$ cat config.mk
export PLATFORM = sky130hd
export DESIGN_NAME = alpha68k_irq_latch
export DESIGN_NICKNAME = d
export VERILOG_FILES = /design/src/rtl/alpha68k_irq_latch.sv
export SDC_FILE = /design/constraint.sdc
export NUM_CORES = 1
export LEC_CHECK = 0
export CORE_MARGIN = 2
export CORE_UTILIZATION = 45
export CTS_BUF_LIST = sky130_fd_sc_hd__clkbuf_4 sky130_fd_sc_hd__clkbuf_8
export CTS_CLUSTER_SIZE = 14
export DETAILED_ROUTE_END_ITERATION = 8
export PLACE_DENSITY = 0.9
export SLEW_MARGIN = 10
export SYNTH_ARGS = -nofsm -noshare
export SYNTH_HDL_FRONTEND = slang
export SYNTH_SLANG_ARGS = --single-unit
$ cat constraint.sdc
create_clock -name clk -period 2.25 [get_ports clk]
set_input_delay 0.45 -clock clk [delete_from_list [all_inputs] [get_ports clk]]
set_output_delay 0.45 -clock clk [all_outputs]
set_load 0.005 [all_outputs]
$ cat src/rtl/alpha68k_irq_latch.sv
// Interrupt, sound-command latch and frame watchdog state behind the Alpha68k address decoder.
// Optional watchdog is built only when ALPHA68K_WATCHDOG_EN is defined; otherwise watchdog_rst is tied low.
module alpha68k_irq_latch #(
  parameter int WDOG_FRAMES = 8,
  parameter int WDOG_PULSE  = 16
) (
  input  logic       clk,
  input  logic       reset,
  input  logic       vblank,
  input  logic       mcu_irq_req,
  input  logic [7:0] m68k_din,
  input  logic       m68k_latch_cs,
  input  logic       vbl_int_clr_cs,
  input  logic       cpu_int_clr_cs,
  input  logic       watchdog_clr_cs,
  input  logic       z80_latch_clr_cs,
  output logic [2:0] m68k_ipl_n,
  output logic       vbl_irq,
  output logic       mcu_irq,
  output logic [7:0] sound_latch,
  output logic       z80_int_n,
  output logic       watchdog_rst
);

  // state   | meaning
  // WD_IDLE | counting vblank edges since the last watchdog clear
  // WD_FIRE | driving watchdog_rst, pulse timer counting down

  logic vblank_d, m68k_latch_d, vbl_int_clr_d, cpu_int_clr_d, z80_latch_clr_d;
  logic vbl_evt, latch_evt, vbl_clr_evt, cpu_clr_evt, z80_clr_evt;
  logic pending;
  logic [1:0] irq_level;

  always_ff @(posedge clk or posedge reset) begin
    if (reset) begin
      vblank_d        <= 1'b0;
      m68k_latch_d    <= 1'b0;
      vbl_int_clr_d   <= 1'b0;
      cpu_int_clr_d   <= 1'b0;
      z80_latch_clr_d <= 1'b0;
    end else begin
      vblank_d        <= vblank;
      m68k_latch_d    <= m68k_latch_cs;
      vbl_int_clr_d   <= vbl_int_clr_cs;
      cpu_int_clr_d   <= cpu_int_clr_cs;
      z80_latch_clr_d <= z80_latch_clr_cs;
    end
  end

  assign vbl_evt     = vblank & ~vblank_d;
  assign latch_evt   = m68k_latch_cs & ~m68k_latch_d;
  assign vbl_clr_evt = vbl_int_clr_cs & ~vbl_int_clr_d;
  assign cpu_clr_evt = cpu_int_clr_cs & ~cpu_int_clr_d;
  assign z80_clr_evt = z80_latch_clr_cs & ~z80_latch_clr_d;

  assign irq_level = mcu_irq ? 2'd2 : (vbl_irq ? 2'd1 : 2'd0);

  // Set terms are tested first so a coincident clear loses.
  always_ff @(posedge clk or posedge reset) begin
    if (reset) begin
      vbl_irq     <= 1'b0;
      mcu_irq     <= 1'b0;
      m68k_ipl_n  <= 3'b111;
      sound_latch <= 8'h00;
      pending     <= 1'b0;
      z80_int_n   <= 1'b1;
    end else begin
      if (vbl_evt)          vbl_irq <= 1'b1;
      else if (vbl_clr_evt) vbl_irq <= 1'b0;
      if (mcu_irq_req)      mcu_irq <= 1'b1;
      else if (cpu_clr_evt) mcu_irq <= 1'b0;
      m68k_ipl_n <= ~{1'b0, irq_level};
      if (latch_evt) begin
        sound_latch <= m68k_din;
        pending     <= 1'b1;
      end else if (z80_clr_evt) begin
        pending <= 1'b0;
      end
      z80_int_n <= ~pending;
    end
  end

`ifdef ALPHA68K_WATCHDOG_EN
  typedef enum logic {WD_IDLE, WD_FIRE} wd_state_t;

  localparam logic [3:0] FRAMES_TC  = 4'(WDOG_FRAMES);
  localparam logic [4:0] PULSE_LOAD = 5'(WDOG_PULSE - 1);

  wd_state_t  wd_state, wd_state_nxt;
  logic [3:0] frame_cnt, frame_nxt, frame_inc;
  logic [4:0] pulse_cnt, pulse_nxt;
  logic       watchdog_clr_d, wdog_clr_evt;

  assign wdog_clr_evt = watchdog_clr_cs & ~watchdog_clr_d;

  always_ff @(posedge clk or posedge reset) begin
    if (reset) begin
      wd_state       <= WD_IDLE;
      frame_cnt      <= 4'd0;
      pulse_cnt      <= 5'd0;
      watchdog_clr_d <= 1'b0;
    end else begin
      wd_state       <= wd_state_nxt;
      frame_cnt      <= frame_nxt;
      pulse_cnt      <= pulse_nxt;
      watchdog_clr_d <= watchdog_clr_cs;
    end
  end

  always_comb begin
    wd_state_nxt = wd_state;
    frame_nxt    = frame_cnt;
    pulse_nxt    = pulse_cnt;
    frame_inc    = (frame_cnt == 4'hF) ? frame_cnt : frame_cnt + 4'd1;
    case (wd_state)
      WD_IDLE: begin
        if (wdog_clr_evt) begin
          frame_nxt = 4'd0;
        end else if (vbl_evt) begin
          frame_nxt = frame_inc;
          if (frame_inc == FRAMES_TC) begin
            wd_state_nxt = WD_FIRE;
            pulse_nxt    = PULSE_LOAD;
          end
        end
      end
      WD_FIRE: begin
        // Pulse length is fixed once started; clears and vblank are ignored here.
        if (pulse_cnt == 5'd0) begin
          wd_state_nxt = WD_IDLE;
          frame_nxt    = 4'd0;
        end else begin
          pulse_nxt = pulse_cnt - 5'd1;
        end
      end
      default: wd_state_nxt = WD_IDLE;
    endcase
  end

  assign watchdog_rst = (wd_state == WD_FIRE);
`else
  logic unused_wdog;
  assign unused_wdog  = watchdog_clr_cs ^ (WDOG_FRAMES == 0) ^ (WDOG_PULSE == 0);
  assign watchdog_rst = 1'b0;
`endif

endmodule

==> flow_summary.ini, run 1 <==
[outcome]
run_status = complete, no violations

[clock_tree]
ctsHtreeMaxLevel = 1
path_clk_slew_ps = 100
cts_resized = 0
cts_sinks = 19
cts_setup_buffers = 0
cts_root_buffer = clkbuf_4
cts_buffers = 3
cts_tree = built
cts_max_path_buffers = 2
ctsHoldBuffers = 0
clk_latency_ps = 290

[route]
first_pass_iters = 4
wl_per_cell_um = 14.4
route.antenna.remaining_nets = 0
via_per_inst = 4.74
wirelength_um = 1290
drtIter0Drc = 2
vias = 422
drc_errors = 0

[timing]
fmax_mhz = 567
worst_pin_slew_ps = 682
finalCritPeriodShare_pct = 78.5
rsz0062_at_grt = no
setup_tns_ps = 0
max_slew_margin_pct = 54.5
skew_ps = 2.77
period_needed_ps = 1770
slew_viol_final = 0
hold_violations = 0
setup_viol = 0

[logic_synthesis]
synth_area_leader_cell = dfrtp_1
async_reset_ff_share_pct = 100
syn_area_um2 = 709
synth.area.top_cells = dfrtp_1, mux2_4, dfstp_2, nand2b_1, buf_4
ys_ff_latch = 19
ys_seq_area_share_pct = 67.5
syn_nets = 61
synth_cell_types = 13
ys.flop_type = dfrtp_1
synth.most_common_cell = dfrtp_1
synth_cells = 44
yosysWarnings = 0
synth_edf_count = 0
yosysTopAreaCellShare_pct = 56.4
syn-mean-instance-area_um2 = 16.1
yosys-top-cells-count = dfrtp_1, mux2_4, inv_1

[worst_setup_path]
slowest_stage = dfstp_2
path_buf_inv = 1
critPathTopFamily = flip-flops
path_class = flip-flop to output port
crit_start = m68k_ipl_n[0]
critical_path_arrival_ps = 1320
path_cells = clkdlybuf4s50_1
worst_setup_path_end_kind = output port
slowest_delay_ps = 530
critPathMaxFanout = 1
cp-start-kind = flip-flop
r2r_start = m68k_latch_d
cp.required_ps = 1800

[floorplanning]
start_util_pct = 47.6
die_area_mm2 = 0.00191
ioPinCount = 32
dieWidth_um = 43.7
die_h_um = 43.7
rows = 14
core_mm2 = 0.00149

[placement]
gp_congestion = 0.568
io_buffers = 28
place_inst = 85

[final_layout]
antenna_cells = 0
nFillCells = 111
multi_input_area_um2 = 189
stdcell_count = 89
drive_gt1_share_pct = 23.3
seq_area_um2 = 479
nNetsFinal = 91
syn2layout_area_growth_pct = 42.9

[run]
cap_violations = 0

[hold_path]
min_path_type = flip-flop to flip-flop
holdCritStartpoint = pending

[power]
p_per_area_mw_per_mm2 = 714
peakVddDrop_mv = 0.592
leakagePower_nw = 0.465

[global_routing]
grt_max_degree = 20
grt_pass1_wl_um = 2100
grt_antenna_before_repair = 0
grt_pass1_vias = 449
grt_overflow = 0
track_usage_pct = 16.1
layout make-up:
cell class	count	area share [%]
tap	16	1.98
multi-input combinational	18	18.6
sequential	19	47.3
clock buffer	4	2.96
timing repair buffer	28	27.7
inverter	4	1.48
worst paths after layout:
check	endpoint	slack, ps	cells past startpoint
max in group asynchronous	sound_latch[3]	1250	2
max reg2reg	sound_latch[5]	1060	2
min	z80_int_n	390	1
max	m68k_ipl_n[0]	480	1
min in group asynchronous	vbl_irq	570	2
min reg2reg	z80_int_n	390	1
state kept, by name, indices dropped and copies added (netlist names):
register / count
sound_latch: 8
m68k_latch_d: 1
vbl_int_clr_d: 1
mcu_irq: 1
vblank_d: 1
m68k_ipl_n: 2
pending: 1
vbl_irq: 1
z80_latch_clr_d: 1
z80_int_n: 1
cpu_int_clr_d: 1
power breakdown:
| group | switching, mW | internal (mW) | leakage (nW) |
|---|---|---|---|
| logic | 0.0383 | 0.107 | 0.230 |
| registers | 0.0193 | 0.380 | 0.216 |
| clock network | 0.0985 | 0.0809 | 0.0184 |
| total | 0.156 | 0.567 | 0.465 |
logic make-up (layout without fill, tap and decap cells):
logic type             after synthesis  after routing  synth area share, %
AO/OA/AOI/OAI                        3              3                 3.53
AND/OR/NAND/NOR                      5              5                 5.11
other                                2              2                 1.06
flip-flops                          19             19                 67.5
multiplexers                         8              8                 16.9
buffers and inverters                7             36                 5.82
routing by layer:
metal | GRT usage [%] | part of all wire [%] | vias to the layer above
li1 | - | - | 193
met1 | 21.1 | 40 | 212
met2 | 25.3 | 55 | 15
met3 | 3.75 | 4.4 | 2
met4 | 7.27 | 1.3 | 0
met5 | 0 | 0 | -
through the flow:
stage	hold slack (ps)	total power, mW	cell area [um^2]	utilization (%)	setup slack, ps
after floorplan	361	0.462	709	-	1120
after global placement	371	0.547	983	66.1	497
after detailed placement	381	0.552	983	66.1	464
after CTS	397	0.733	1010	68.1	464
after global routing	419	0.762	1010	68.1	441
final	394	0.723	1010	68.1	485
layout by cell type (no fill, tap or decap):
master,instances
a21o_1,1
a21o_2,1
a22o_1,1
clkbuf_4,4
clkdlybuf4s50_1,28
conb_1,2
dfrtp_1,16
dfstp_2,3
inv_1,4
mux2_4,8
nand2_1,1
nand2b_1,3
nor2b_4,1
Note: power is estimated with default switching activity, not from simulation.
==> run 2, diff against run 1 <==
--- a/config.mk
+++ b/config.mk
@@ -6,11 +6,11 @@
 export NUM_CORES = 1
 export LEC_CHECK = 0
 export CORE_MARGIN = 2
-export CORE_UTILIZATION = 45
+export CORE_UTILIZATION = 42
 export CTS_BUF_LIST = sky130_fd_sc_hd__clkbuf_4 sky130_fd_sc_hd__clkbuf_8
 export CTS_CLUSTER_SIZE = 14
 export DETAILED_ROUTE_END_ITERATION = 8
-export PLACE_DENSITY = 0.9
+export PLACE_DENSITY = 0.85
 export SLEW_MARGIN = 10
 export SYNTH_ARGS = -nofsm -noshare
 export SYNTH_HDL_FRONTEND = slang
==> constraint.sdc (replaced) <==
create_clock -name clk -period 1.8 [get_ports clk]
set_input_delay 0.36 -clock clk [delete_from_list [all_inputs] [get_ports clk]]
set_output_delay 0.36 -clock clk [all_outputs]
set_load 0.005 [all_outputs]
==> run 2 against run 1 <==
- sequential power up 25%
- final area up 0.74%
- first-iteration DRC count increased by 50%
- largest cell class unchanged
- via count shrank 2.6%
- sequential share of layout area is 0.35 points lower
- cell count is 1.1% higher
- power is 24% higher
- die area grew 6.5%
==> flow_summary.ini, run 2 (same netlist as run 1, synthesis figures left out) <==
[outcome]
run_status = complete, no violations

[timing]
rsz0062_at_grt = no
setup_tns_ps = 0
setup_viol = 0
slew_viol_final = 0
period_needed_ps = 1670
hold_slack_ps = 375
fmax_mhz = 600
skew_ps = 1.69
hold_violations = 0
finalCritPeriodShare_pct = 92.6

[floorplanning]
rows = 14
core_mm2 = 0.00154
die_h_um = 45.1
start_util_pct = 46.0
dieWidth_um = 45.1
die_area_mm2 = 0.00203
ioPinCount = 32

[worst_setup_path]
critical_path_arrival_ps = 1310
cp.required_ps = 1440
slowest_delay_ps = 530
critPathTopFamily = flip-flops
worst_setup_path_end_kind = output port
path_class = flip-flop to output port
path_buf_inv = 1
r2r_start = m68k_latch_d
crit_start = z80_int_n
path_cells = clkdlybuf4s50_1
cp-start-kind = flip-flop
critPathMaxFanout = 1
slowest_stage = dfstp_2

[global_routing]
track_usage_pct = 13.4
grt_antenna_before_repair = 0
grt_overflow = 0
grt_max_degree = 20
grt_pass1_wl_um = 1840
grt_pass1_vias = 458

[clock_tree]
cts_tree = built
ctsHoldBuffers = 0
cts_resized = 0
cts_setup_buffers = 0
cts_sinks = 19
cts_max_path_buffers = 2
path_clk_slew_ps = 100
ctsHtreeMaxLevel = 1
cts_root_buffer = clkbuf_4
cts_buffers = 3
clk_latency_ps = 280

[final_layout]
utilization_pct = 66.2
final_common_cell = clkdlybuf4s50_1
biggestRegsByFlops = sound_latch x8, m68k_ipl_n x2
nFillCells = 122
top_register = sound_latch
syn2layout_area_growth_pct = 43.9
stdcell_count = 90
nNetsFinal = 92
antenna_cells = 0
largest_reg_flops = 8
drive_gt1_share_pct = 24.3
final_cell_mix = clkdlybuf4s50_1, dfrtp_1, mux2_4

[route]
drc_errors = 0
route.antenna.remaining_nets = 0
wl_per_cell_um = 12.6
wirelength_um = 1140
via_per_inst = 4.57
vias = 411
first_pass_iters = 3
drtIter0Drc = 3

[power]
peakVddDrop_mv = 0.558
p_per_area_mw_per_mm2 = 877
leakagePower_nw = 0.470

[placement]
place_inst = 86
io_buffers = 28
place_hpwl_um = 856
gp_congestion = 0.558

[hold_path]
min_path_type = input pin to async pin

[run]
cap_violations = 0
-- run 2: final timing paths --
check / to / slack (ps) / depth (start not counted)
hold / removal: cpu_int_clr_d / 380 / 3
setup / recovery: z80_int_n / 130 / 1
max in group asynchronous: z80_int_n / 1170 / 3
setup reg to reg: sound_latch[4] / 620 / 2
hold reg to reg: z80_int_n / 390 / 1
min in group clk: z80_int_n / 390 / 1
-- run 2: through the flow --
step | worst slack [ps] | total power [mW] | instance area (um^2)
after floorplan | 756 | 0.577 | 709
after global placement | 123 | 0.685 | 991
after detailed placement | 129 | 0.691 | 991
after CTS | 113 | 0.909 | 1020
after global routing | 82.3 | 0.955 | 1020
final | 133 | 0.895 | 1020
-- run 2: final cells by class --
type                            count  area (um^2)  area share [%]
Timing Repair Buffer               29          288            28.2
Tap cell                           16         20.0            1.96
Multi-Input combinational cell     18          189            18.5
Inverter                            4         15.0            1.47
Clock buffer                        4         30.0            2.94
Sequential cell                    19          479            46.9
-- run 2: worst reg2reg max path, delay by kind of cell (launching register included) --
family	cells	cell delay (ps)
multiplexers	1	340
flip-flops	1	410
AND/OR/NAND/NOR	1	330
-- run 2: report_power, final --
group	switching (mW)	internal [mW]	leakage [nW]
Clock	0.114	0.101	0.0184
Sequential	0.0225	0.475	0.216
Combinational	0.0483	0.135	0.235
Total	0.185	0.710	0.470
-- run 2: layer usage --
| metal | vias to the layer above | routed length (um) | global-route usage [%] |
|---|---|---|---|
| li1 | 194 | - | - |
| met1 | 199 | 452 | 14.6 |
| met2 | 16 | 598 | 21.7 |
| met3 | 2 | 72 | 5.20 |
| met4 | 0 | 11 | 8.82 |
| met5 | - | 0 | 0 |
